## src/rtl/count_monitor.sv

```systemverilog
// rtl/count_monitor.sv - classifies 3-bit up/down counter bus changes into steps and illegal jumps.
// Optional glitch filter (third sync stage + stability check) enabled by MONITOR_DEBOUNCE_EN.
module count_monitor #(
  parameter int POS_W    = 16,
  parameter int ERRCNT_W = 8
) (
  input  logic                       clkin,
  input  logic                       reset,
  input  logic                       x0,
  input  logic                       x1,
  input  logic                       x2,
  input  logic                       clr,
  output logic                       up_step,
  output logic                       down_step,
  output logic                       dir_out,
  output logic signed [POS_W-1:0]    pos,
  output logic                       fault,
  output logic [ERRCNT_W-1:0]        err_cnt
);

  typedef enum logic [1:0] {
    ST_INIT,
    ST_TRACK,
    ST_FAULT
  } state_t;

`ifdef MONITOR_DEBOUNCE_EN
  localparam logic [1:0] FILL_LAST = 2'd2;
`else
  localparam logic [1:0] FILL_LAST = 2'd1;
`endif

  state_t                state_q, state_d;
  logic [1:0]            fill_q, fill_d;
  logic [2:0]            s1_q, s1_d;
  logic [2:0]            s2_q, s2_d;
`ifdef MONITOR_DEBOUNCE_EN
  logic [2:0]            s3_q, s3_d;
`endif
  logic [2:0]            prev_q, prev_d;
  logic                  up_q, up_d;
  logic                  down_q, down_d;
  logic                  dir_q, dir_d;
  logic [POS_W-1:0]      pos_q, pos_d;
  logic                  fault_q, fault_d;
  logic [ERRCNT_W-1:0]   err_q, err_d;

  logic [2:0]            code;
  logic [2:0]            delta;
  logic                  code_ok;

  always_comb begin
    s1_d = {x2, x1, x0};
    s2_d = s1_q;
    code = s2_q;
`ifdef MONITOR_DEBOUNCE_EN
    s3_d    = s2_q;
    code_ok = (s2_q == s3_q);
`else
    code_ok = 1'b1;
`endif
    delta = code - prev_q;

    state_d = state_q;
    fill_d  = fill_q;
    prev_d  = prev_q;
    up_d    = 1'b0;
    down_d  = 1'b0;
    dir_d   = dir_q;
    pos_d   = pos_q;
    fault_d = fault_q;
    err_d   = err_q;

    case (state_q)
      ST_INIT: begin
        // Baseline is taken from s1, i.e. the value code will present on the
        // first tracking cycle, so the pipeline is full when tracking starts.
        if (fill_q == FILL_LAST) begin
          prev_d  = s1_q;
          fill_d  = 2'd0;
          state_d = ST_TRACK;
        end else begin
          fill_d = fill_q + 2'd1;
        end
      end
      ST_TRACK, ST_FAULT: begin
        if (clr) begin
          pos_d   = '0;
          fault_d = 1'b0;
          err_d   = '0;
          prev_d  = code;
          state_d = ST_TRACK;
        end else if (code_ok) begin
          prev_d = code;
          case (delta)
            3'd0: begin
            end
            3'd1: begin
              up_d  = 1'b1;
              dir_d = 1'b1;
              pos_d = pos_q + POS_W'(1);
            end
            3'd7: begin
              down_d = 1'b1;
              dir_d  = 1'b0;
              pos_d  = pos_q - POS_W'(1);
            end
            default: begin
              fault_d = 1'b1;
              if (err_q != '1) begin
                err_d = err_q + ERRCNT_W'(1);
              end
              state_d = ST_FAULT;
            end
          endcase
        end
      end
      default: begin
        state_d = ST_INIT;
        fill_d  = 2'd0;
      end
    endcase
  end

  always_ff @(posedge clkin or negedge reset) begin
    if (!reset) begin
      state_q <= ST_INIT;
      fill_q  <= 2'd0;
      s1_q    <= 3'd0;
      s2_q    <= 3'd0;
`ifdef MONITOR_DEBOUNCE_EN
      s3_q    <= 3'd0;
`endif
      prev_q  <= 3'd0;
      up_q    <= 1'b0;
      down_q  <= 1'b0;
      dir_q   <= 1'b1;
      pos_q   <= '0;
      fault_q <= 1'b0;
      err_q   <= '0;
    end else begin
      state_q <= state_d;
      fill_q  <= fill_d;
      s1_q    <= s1_d;
      s2_q    <= s2_d;
`ifdef MONITOR_DEBOUNCE_EN
      s3_q    <= s3_d;
`endif
      prev_q  <= prev_d;
      up_q    <= up_d;
      down_q  <= down_d;
      dir_q   <= dir_d;
      pos_q   <= pos_d;
      fault_q <= fault_d;
      err_q   <= err_d;
    end
  end

  assign up_step   = up_q;
  assign down_step = down_q;
  assign dir_out   = dir_q;
  assign pos       = pos_q;
  assign fault     = fault_q;
  assign err_cnt   = err_q;

endmodule

```

## config.mk

```make
export PLATFORM = sky130hd
export DESIGN_NAME = count_monitor
export DESIGN_NICKNAME = d
export VERILOG_FILES = /design/src/rtl/count_monitor.sv
export SDC_FILE = /design/constraint.sdc
export NUM_CORES = 1
export LEC_CHECK = 0
export BUFFER_PORTS_ARGS = -buffer_cell sky130_fd_sc_hd__buf_2
export CELL_PAD_IN_SITES_DETAIL_PLACEMENT = 0
export CELL_PAD_IN_SITES_GLOBAL_PLACEMENT = 1
export CORE_MARGIN = 2
export CORE_UTILIZATION = 46
export CTS_CLUSTER_SIZE = 16
export DETAILED_ROUTE_END_ITERATION = 10
export PLACE_DENSITY = 0.9
export SYNTH_ARGS = -nofsm -noshare
export SYNTH_HDL_FRONTEND = slang
export SYNTH_SLANG_ARGS = --single-unit
```

## constraint.sdc

```tcl
create_clock -name clkin -period 8.6 [get_ports clkin]
set_clock_uncertainty 0.05 [all_clocks]
set_input_delay 0.43 -clock clkin [delete_from_list [all_inputs] [get_ports clkin]]
set_output_delay 0.43 -clock clkin [all_outputs]
set_load 0.1 [all_outputs]
```

==> key figures, run 1 <==
Status
  – Status: finished clean

Cells and area
  – Area Overhead vs Synth: 13.21%
  – Multi-input gate area: 1146 µm²
  – Core Util, Final: a little over half
  – Inserted Diodes: 0
  – Most frequent cells in the layout: dfrtp_1 (40), buf_2 (33), nor2_1 (26), a21oi_1 (21), nand2_1 (20)
  – Commonest non-fill, non-tap cell in the layout: dfrtp_1
  – Share of layout cells above drive strength 1: between 10% and 20%
  – Sequential cell area: ~1000 µm²
  – Number of fillers in the final layout: 446
  – Final #Nets: about 290

Yosys
  – Post-synth EDFFs: 0
  – Cells after Synth: between 200 and 250
  – Post-synthesis sequential area ratio: around 45%
  – Synth Cell Area: 2292 µm²
  – Syn_area_per_cell: slightly above 9 µm²
  – Top_reg_cell synth: dfrtp_1
  – Unique masters post-synth: 50
  – FFs w/ async S/R, synth: 100.0%
  – Register bit total from synthesis: 41
  – Syn. warnings: 0
  – Synthesized net count: around 260

Clock tree
  – H-tree levels: 2
  – # Post-CTS Setup Buffers: 0
  – Root Driver: clkbuf_8
  – Cts hold-fix bufs: 0
  – Clk sinks: 41
  – CTS buffer count: 5
  – Worst-Skew Late Latency: 290 ps
  – CTS tree: yes
  – Cts repair resizes: 0
  – Clk buf depth: 2
  – Clk slew on worst S/H paths: about 80 ps

GRT
  – GRT Max-Usage Layer: met2
  – Global router's overall resource usage: 19.06%
  – GRT met2 Usage: 31.37%
  – Number of global-route vias before repair: approximately 1800
  – Total grt overflow: 0
  – Met1 GRT Util: between 20% and 30%
  – Largest net degree at the start of global routing: 42
  – Met3 Use GR: 4.065%
  – Antenna violations before repair: 0
  – First-pass GRT wire length: about 8000 µm

Timing
  – Max_slew headroom: a little under a third
  – Unrepaired setup endpoints after global routing: no
  – Setup_tns: 0 ps
  – Final Critical Period: roughly 3600 ps
  – Worst hold slack: slightly below 200 ps
  – Hold Vio Cnt, Final: 0
  – FMAX: roughly 280 MHz
  – Max-slew violation count: 0
  – Final setup vio count: 0
  – Worst Tran Pin Value: ~1000 ps
  – Final period utilization: between 40% and 50%

Detailed routing
  – Antenna Nets Post-Route: 0
  – Wire per inst: approximately 14 µm
  – Post-Route WL: roughly 4800 µm
  – Iteration-0 DRC Markers: 85
  – Via count: 1912
  – Number of remaining DRC errors: 0
  – First drt pass iteration count: 4
  – Average via count per standard cell: between 5 and 6

Floorplan
  – Starting density of the core: roughly half
  – Die X-Extent: ~75 µm
  – Die H: roughly 75 µm
  – Row cnt: 25
  – Total die area: roughly 5600 µm²
  – Core box area: approximately 4800 µm²
  – Ports: 34

Worst setup path
  – Crit-path slowest cell: xnor3_2
  – Worst endpoint required time: 8740 ps
  – Capture point of the worst reg-to-reg path: pos[15]
  – Critical path class: register to register
  – CP most frequent cell: inv_1
  – Data arrival time of the worst path: between 3000 and 4000 ps
  – CP cell instances: inv_1, ha_1, inv_1, fa_1, xnor3_2, nand2_1, inv_1, ha_1, a21o_1, or2_2, o22ai_1, o21bai_1, a21o_1
  – R2R Setup Slk: 4970 ps
  – CP Launch Type: register
  – R2r worst-path depth: 13
  – Crit Reg-Reg Startpoint: code[0]
  – Worst-path fanout max: 13
  – Crit end category: register
  – CP peak stage delay: roughly 450 ps

Placement
  – Port bufs: 33
  – Routability congestion estimate: between 0.8 and 0.9
  – Hpwl dp: around 3400 µm

Hold path
  – Hold path cells: 1
  – Class of the worst hold path: primary input to register
  – Hold Path Sink: s1_q[1]
  – Worst hold start: x1

Flow run
  – Max Cap Viol: 0
metal layers:
metal	up-vias	wire, µm
met5	-	0
met4	0	46
met3	4	153
met2	38	2358
met1	922	2287
li1	948	-
sequential cells by signal, summed over array words and instances, names as in the netlist, 2 cells and up:
| signal | cells |
|---|---|
| pos | 16 |
| s1_q | 3 |
| code | 3 |
| state_q | 2 |
| prev_q | 3 |
| fill_q | 2 |
| err_cnt | 8 |
metrics by stage:
step | cells | setup WS, ps | cell area [µm²]
floorplan | 249 | 5506 | 2292
global placement | 338 | 5111 | 2479
detailed placement | 338 | 4992 | 2479
CTS | 346 | 4960 | 2595
global route | 346 | 4761 | 2595
finish | 346 | 4967 | 2595
area by class of cell:
class / count / area share (%)
multi-input cells: 182 / 44.17
flip-flops and latches: 41 / 39.59
repair buffers: 33 / 6.364
clock buffers: 7 / 3.327
well taps: 67 / 3.230
inverters: 15 / 2.170
clock inverters: 1 / 1.157
critical path, delay by kind of cell (launching register included):
kind | cells | cell delay (ps)
simple gates | 2 | 620
fa+ha+maj | 3 | 920
buf+inv | 3 | 440
flops | 1 | 380
compound gates | 4 | 680
xor+xnor | 1 | 450
synthesized netlist by cell type (2+ instances only):
cell	count	share of area, %
mux2i_1	5	2.2
or2_1	3	0.82
a211oi_1	3	0.98
and2_1	2	0.55
clkbuf_1	5	0.82
a41oi_1	2	0.76
a21oi_1	21	4.6
nor4_1	4	1.1
a22oi_1	2	0.65
o21ai_0	13	2.8
o22ai_1	3	0.82
xor2_1	7	2.7
o21ai_1	2	0.44
dfrtp_1	40	44
or3_1	7	1.9
and3_1	3	0.82
nand3_1	6	1.3
nand2_1	20	3.3
o31ai_1	4	1.3
buf_6	2	0.98
buf_2	2	0.44
inv_1	15	2.5
a31oi_1	5	1.4
o21bai_1	3	0.98
nand4_1	3	0.82
a21o_1	3	0.98
nor2b_1	3	0.82
xnor2_1	3	1.1
nor3_1	5	1.1
nor2_1	26	4.3
ha_1	7	3.8
a22o_1	2	0.76
how the worst max path moves through the flow:
| stage | start | to | depth (start not counted) |
|---|---|---|---|
| global placement | code[0] | pos[15] | 13 |
| finish | code[0] | pos[15] | 13 |
| detailed placement | code[0] | pos[15] | 13 |
| CTS | code[0] | pos[15] | 13 |
| global route | code[0] | pos[15] | 13 |
| floorplan | code[0] | pos[14] | 15 |
kinds of logic after synthesis:
kind of cell / count (synthesis) / share of synthesized area, %
buf+inv: 26 / 5.185
compound gates: 69 / 18.83
flops: 41 / 44.81
xor+xnor: 11 / 4.858
mux: 6 / 2.675
fa+ha+maj: 8 / 4.694
simple gates: 88 / 18.94
Power of run 1 is left out: the tool's default activity adds up to more than one toggle a clock period on the data nets, which glitch-free logic cannot reach.
==> run 2, diff against run 1 <==
--- a/config.mk
+++ b/config.mk
@@ -5,14 +5,15 @@
 export SDC_FILE = /design/constraint.sdc
 export NUM_CORES = 1
 export LEC_CHECK = 0
+export ABC_AREA = 1
 export BUFFER_PORTS_ARGS = -buffer_cell sky130_fd_sc_hd__buf_2
 export CELL_PAD_IN_SITES_DETAIL_PLACEMENT = 0
 export CELL_PAD_IN_SITES_GLOBAL_PLACEMENT = 1
 export CORE_MARGIN = 2
-export CORE_UTILIZATION = 46
+export CORE_UTILIZATION = 43
 export CTS_CLUSTER_SIZE = 16
 export DETAILED_ROUTE_END_ITERATION = 10
-export PLACE_DENSITY = 0.9
+export PLACE_DENSITY = 0.86
 export SYNTH_ARGS = -nofsm -noshare
 export SYNTH_HDL_FRONTEND = slang
 export SYNTH_SLANG_ARGS = --single-unit
==> constraint.sdc (replaced) <==
create_clock -name clkin -period 3.7 [get_ports clkin]
set_clock_uncertainty 0.05 [all_clocks]
set_input_delay 0.185 -clock clkin [delete_from_list [all_inputs] [get_ports clkin]]
set_output_delay 0.185 -clock clkin [all_outputs]
set_load 0.1 [all_outputs]
==> key figures, run 2 <==
Placement
  – Routability congestion estimate: 0.8469 (was 0.8788)
  – Hpwl dp: 4558 µm (was 3414 µm)
  – Port bufs: 33 (unchanged)

Yosys
  – Post-synth top area share: 36.18% (was 43.67%)
  – Most common cell in the netlist: nand2_1 (was dfrtp_1)
  – Cells after Synth: 364 (was 249)
  – Unique masters post-synth: 40 (was 50)
  – Syn_area_per_cell: 7.600 µm² (was 9.206 µm²)
  – Synthesized net count: 378 (was 263)
  – Post-synthesis sequential area ratio: 37.13% (was 44.81%)
  – FFs w/ async S/R, synth: 100.0% (unchanged)
  – Top post-synthesis cells by count: nand2_1 (89), inv_1 (54), dfrtp_1 (40) (was dfrtp_1 (40), nor2_1 (26), a21oi_1 (21))
  – Area leader, netlist: dfrtp_1 (unchanged)
  – Area contributors post-synth: dfrtp_1 (36%), nand2_1 (12%), inv_1 (7.3%) (was dfrtp_1 (44%), a21oi_1 (4.6%), nor2_1 (4.3%))
  – Syn. warnings: 0 (unchanged)
  – Register bit total from synthesis: 41 (unchanged)
  – Top_reg_cell synth: dfrtp_1 (unchanged)
  – Synth Cell Area: 2766 µm² (was 2292 µm²)
  – Post-synth EDFFs: 0 (unchanged)

Timing
  – Final Critical Period: 2980 ps (was 3633 ps)
  – Worst hold slack: -28.13 ps (was 194.6 ps)
  – Final period utilization: 80.53% (was 42.25%)
  – Hold Vio Cnt, Final: 40 (was 0)
  – Max_slew headroom: 36.18% (was 30.42%)
  – Worst Tran Pin Value: 957.3 ps (was 1037 ps)
  – Final setup vio count: 0 (unchanged)
  – Setup_tns: 0 ps (unchanged)
  – FMAX: 335.6 MHz (was 275.2 MHz)
  – Max-slew violation count: 0 (unchanged)
  – Unrepaired setup endpoints after global routing: no (unchanged)

Clock tree
  – Root Driver: clkbuf_8 (unchanged)
  – Clk buf depth: 2 (unchanged)
  – CTS buffer count: 5 (unchanged)
  – H-tree levels: 2 (unchanged)
  – Clk sinks: 41 (unchanged)
  – Worst-Skew Late Latency: 300 ps (was 290 ps)
  – Cts repair resizes: 0 (unchanged)
  – Clk slew on worst S/H paths: 90 ps (was 80 ps)
  – CTS tree: yes (unchanged)
  – # Post-CTS Setup Buffers: 0 (unchanged)

Detailed routing
  – First drt pass iteration count: 4 (unchanged)
  – Average via count per standard cell: 4.961 (was 5.526)
  – Post-Route WL: 6249 µm (was 4845 µm)
  – Antenna Nets Post-Route: 0 (unchanged)
  – Number of remaining DRC errors: 0 (unchanged)
  – Iteration-0 DRC Markers: 151 (was 85)
  – Wire per inst: 12.96 µm (was 14.00 µm)
  – Via count: 2391 (was 1912)

Cells and area
  – Multi-input gate area: 1471 µm² (was 1146 µm²)
  – Share of layout cells above drive strength 1: 21.98% (was 16.49%)
  – Area Overhead vs Synth: 13.61% (was 13.21%)
  – Max reg flops: 16 (unchanged)
  – Final #Nets: 418 (was 292)
  – Most frequent cells in the layout: nand2_1 (89), inv_1 (54), dfrtp_1 (40), buf_2 (33), nand3_1 (29) (was dfrtp_1 (40), buf_2 (33), nor2_1 (26), a21oi_1 (21), nand2_1 (20))
  – Number of fillers in the final layout: 613 (was 446)
  – Sequential cell area: 1027 µm² (unchanged)
  – Commonest non-fill, non-tap cell in the layout: nand2_1 (was dfrtp_1)
  – Inserted Diodes: 0 (unchanged)

Worst setup path
  – Worst endpoint required time: 3840 ps (was 8740 ps)
  – R2r worst-path depth: 20 (was 13)
  – CP cell instances: inv_1, ha_1, inv_1, fa_1, inv_2, nor2_8, nand3_4, nand2_2, nand2_1, inv_1, ha_1, inv_1, nand2_1, nand2_1, o21ai_2, nand3_1, nand2_1, nand2_1, nand3_1, nand2_1 (was inv_1, ha_1, inv_1, fa_1, xnor3_2, nand2_1, inv_1, ha_1, a21o_1, or2_2, o22ai_1, o21bai_1, a21o_1)
  – Crit-path slowest cell: fa_1 (was xnor3_2)
  – R2R Setup Slk: 720 ps (was 4970 ps)
  – Data arrival time of the worst path: 3120 ps (was 3770 ps)
  – Capture point of the worst reg-to-reg path: pos[12] (was pos[15])
  – Worst-path fanout max: 16 (was 13)
  – Crit end category: register (unchanged)
  – Critical path class: register to register (unchanged)
  – CP most frequent cell: nand2_1 (was inv_1)
  – CP Launch Type: register (unchanged)
  – Crit Reg-Reg Startpoint: code[0] (unchanged)
  – CP peak stage delay: 550 ps (was 450 ps)

Floorplan
  – Starting density of the core: 44.07% (was 48.21%)
  – Ports: 34 (unchanged)
  – Total die area: 7091 µm² (was 5564 µm²)
  – Row cnt: 29 (was 25)
  – Core box area: 6277 µm² (was 4755 µm²)
  – Die X-Extent: 84.21 µm (was 74.59 µm)
  – Die H: 84.21 µm (was 74.59 µm)

Hold path
  – Class of the worst hold path: primary input to async pin (was primary input to register)

GRT
  – Total grt overflow: 0 (unchanged)
  – Antenna violations before repair: 0 (unchanged)
  – Global router's overall resource usage: 19.20% (was 19.06%)
  – Number of global-route vias before repair: 2336 (was 1798)
  – Largest net degree at the start of global routing: 42 (unchanged)
  – First-pass GRT wire length: 11120 µm (was 8238 µm)

Status
  – Status: complete, but fails checks (was finished clean)
  – Violated checks: negative hold slack

Flow run
  – Max Cap Viol: 0 (unchanged)
-- run 2: how the worst max path moves through the flow --
stage,start,to,slack (ps),cells past startpoint
floorplan,code[0],pos[14],970,19
global placement,code[0],pos[12],880,20
detailed placement,code[0],pos[12],750,20
CTS,code[0],pos[12],720,20
global route,code[0],pos[12],410,20
finish,code[0],pos[12],720,20
-- run 2: per-stage QoR --
step | instances | hold slack (ps) | setup slack (ps) | utilization (%) | instance area (µm²)
finish | 482 | -28.13 | 720.4 | 50.07 | 3143
global route | 482 | 68.02 | 411.6 | 50.07 | 3143
CTS | 482 | 17.38 | 723.1 | 50.07 | 3143
detailed placement | 471 | 244.3 | 746.3 | 47.68 | 2993
global placement | 471 | 243.3 | 884.9 | 47.68 | 2993
floorplan | 364 | -160.6 | 971.5 | - | 2766
-- run 2: layer usage --
metal / wire [µm] / part of all wire, % / track usage, %
met1: 2994 / 48 / 26.65
met4: 136 / 2.2 / 6.012
met5: 0 / 0 / 0
met3: 276 / 4.4 / 3.638
met2: 2841 / 45 / 30.45
-- run 2: critical path: cells and delay by family (launching register included) --
| kind | cells | cell delay, ps |
|---|---|---|
| AND/OR/NAND/NOR | 11 | 1140 |
| flip-flops | 1 | 370 |
| AO/OA/AOI/OAI | 1 | 190 |
| buffers and inverters | 5 | 300 |
| adder cells (fa/ha/maj) | 3 | 810 |
-- run 2: area by class of cell --
| class | instances | share of cell area [%] |
|---|---|---|
| multi-input cells | 260 | 46.82 |
| flip-flops and latches | 41 | 32.68 |
| inverters | 58 | 6.927 |
| well taps | 77 | 3.065 |
| clock buffers | 6 | 2.627 |
| repair buffers | 38 | 6.688 |
| clock inverters | 2 | 1.194 |
-- run 2: what timing repair did --
action / in CTS / in global routing
hold endpoints to repair: 3 / 0
endpoints found under the setup margin: 0 / 0
hold buffers: 3 / 0
-- run 2: kinds of logic after synthesis --
kind of cell | Yosys count | synth area share [%]
AND/OR/NAND/NOR | 189 | 34.24
buffers and inverters | 63 | 9.678
AO/OA/AOI/OAI | 59 | 13.80
flip-flops | 41 | 37.13
adder cells (fa/ha/maj) | 8 | 3.890
XOR/XNOR | 4 | 1.267
Power of run 2 is left out for the same reason.
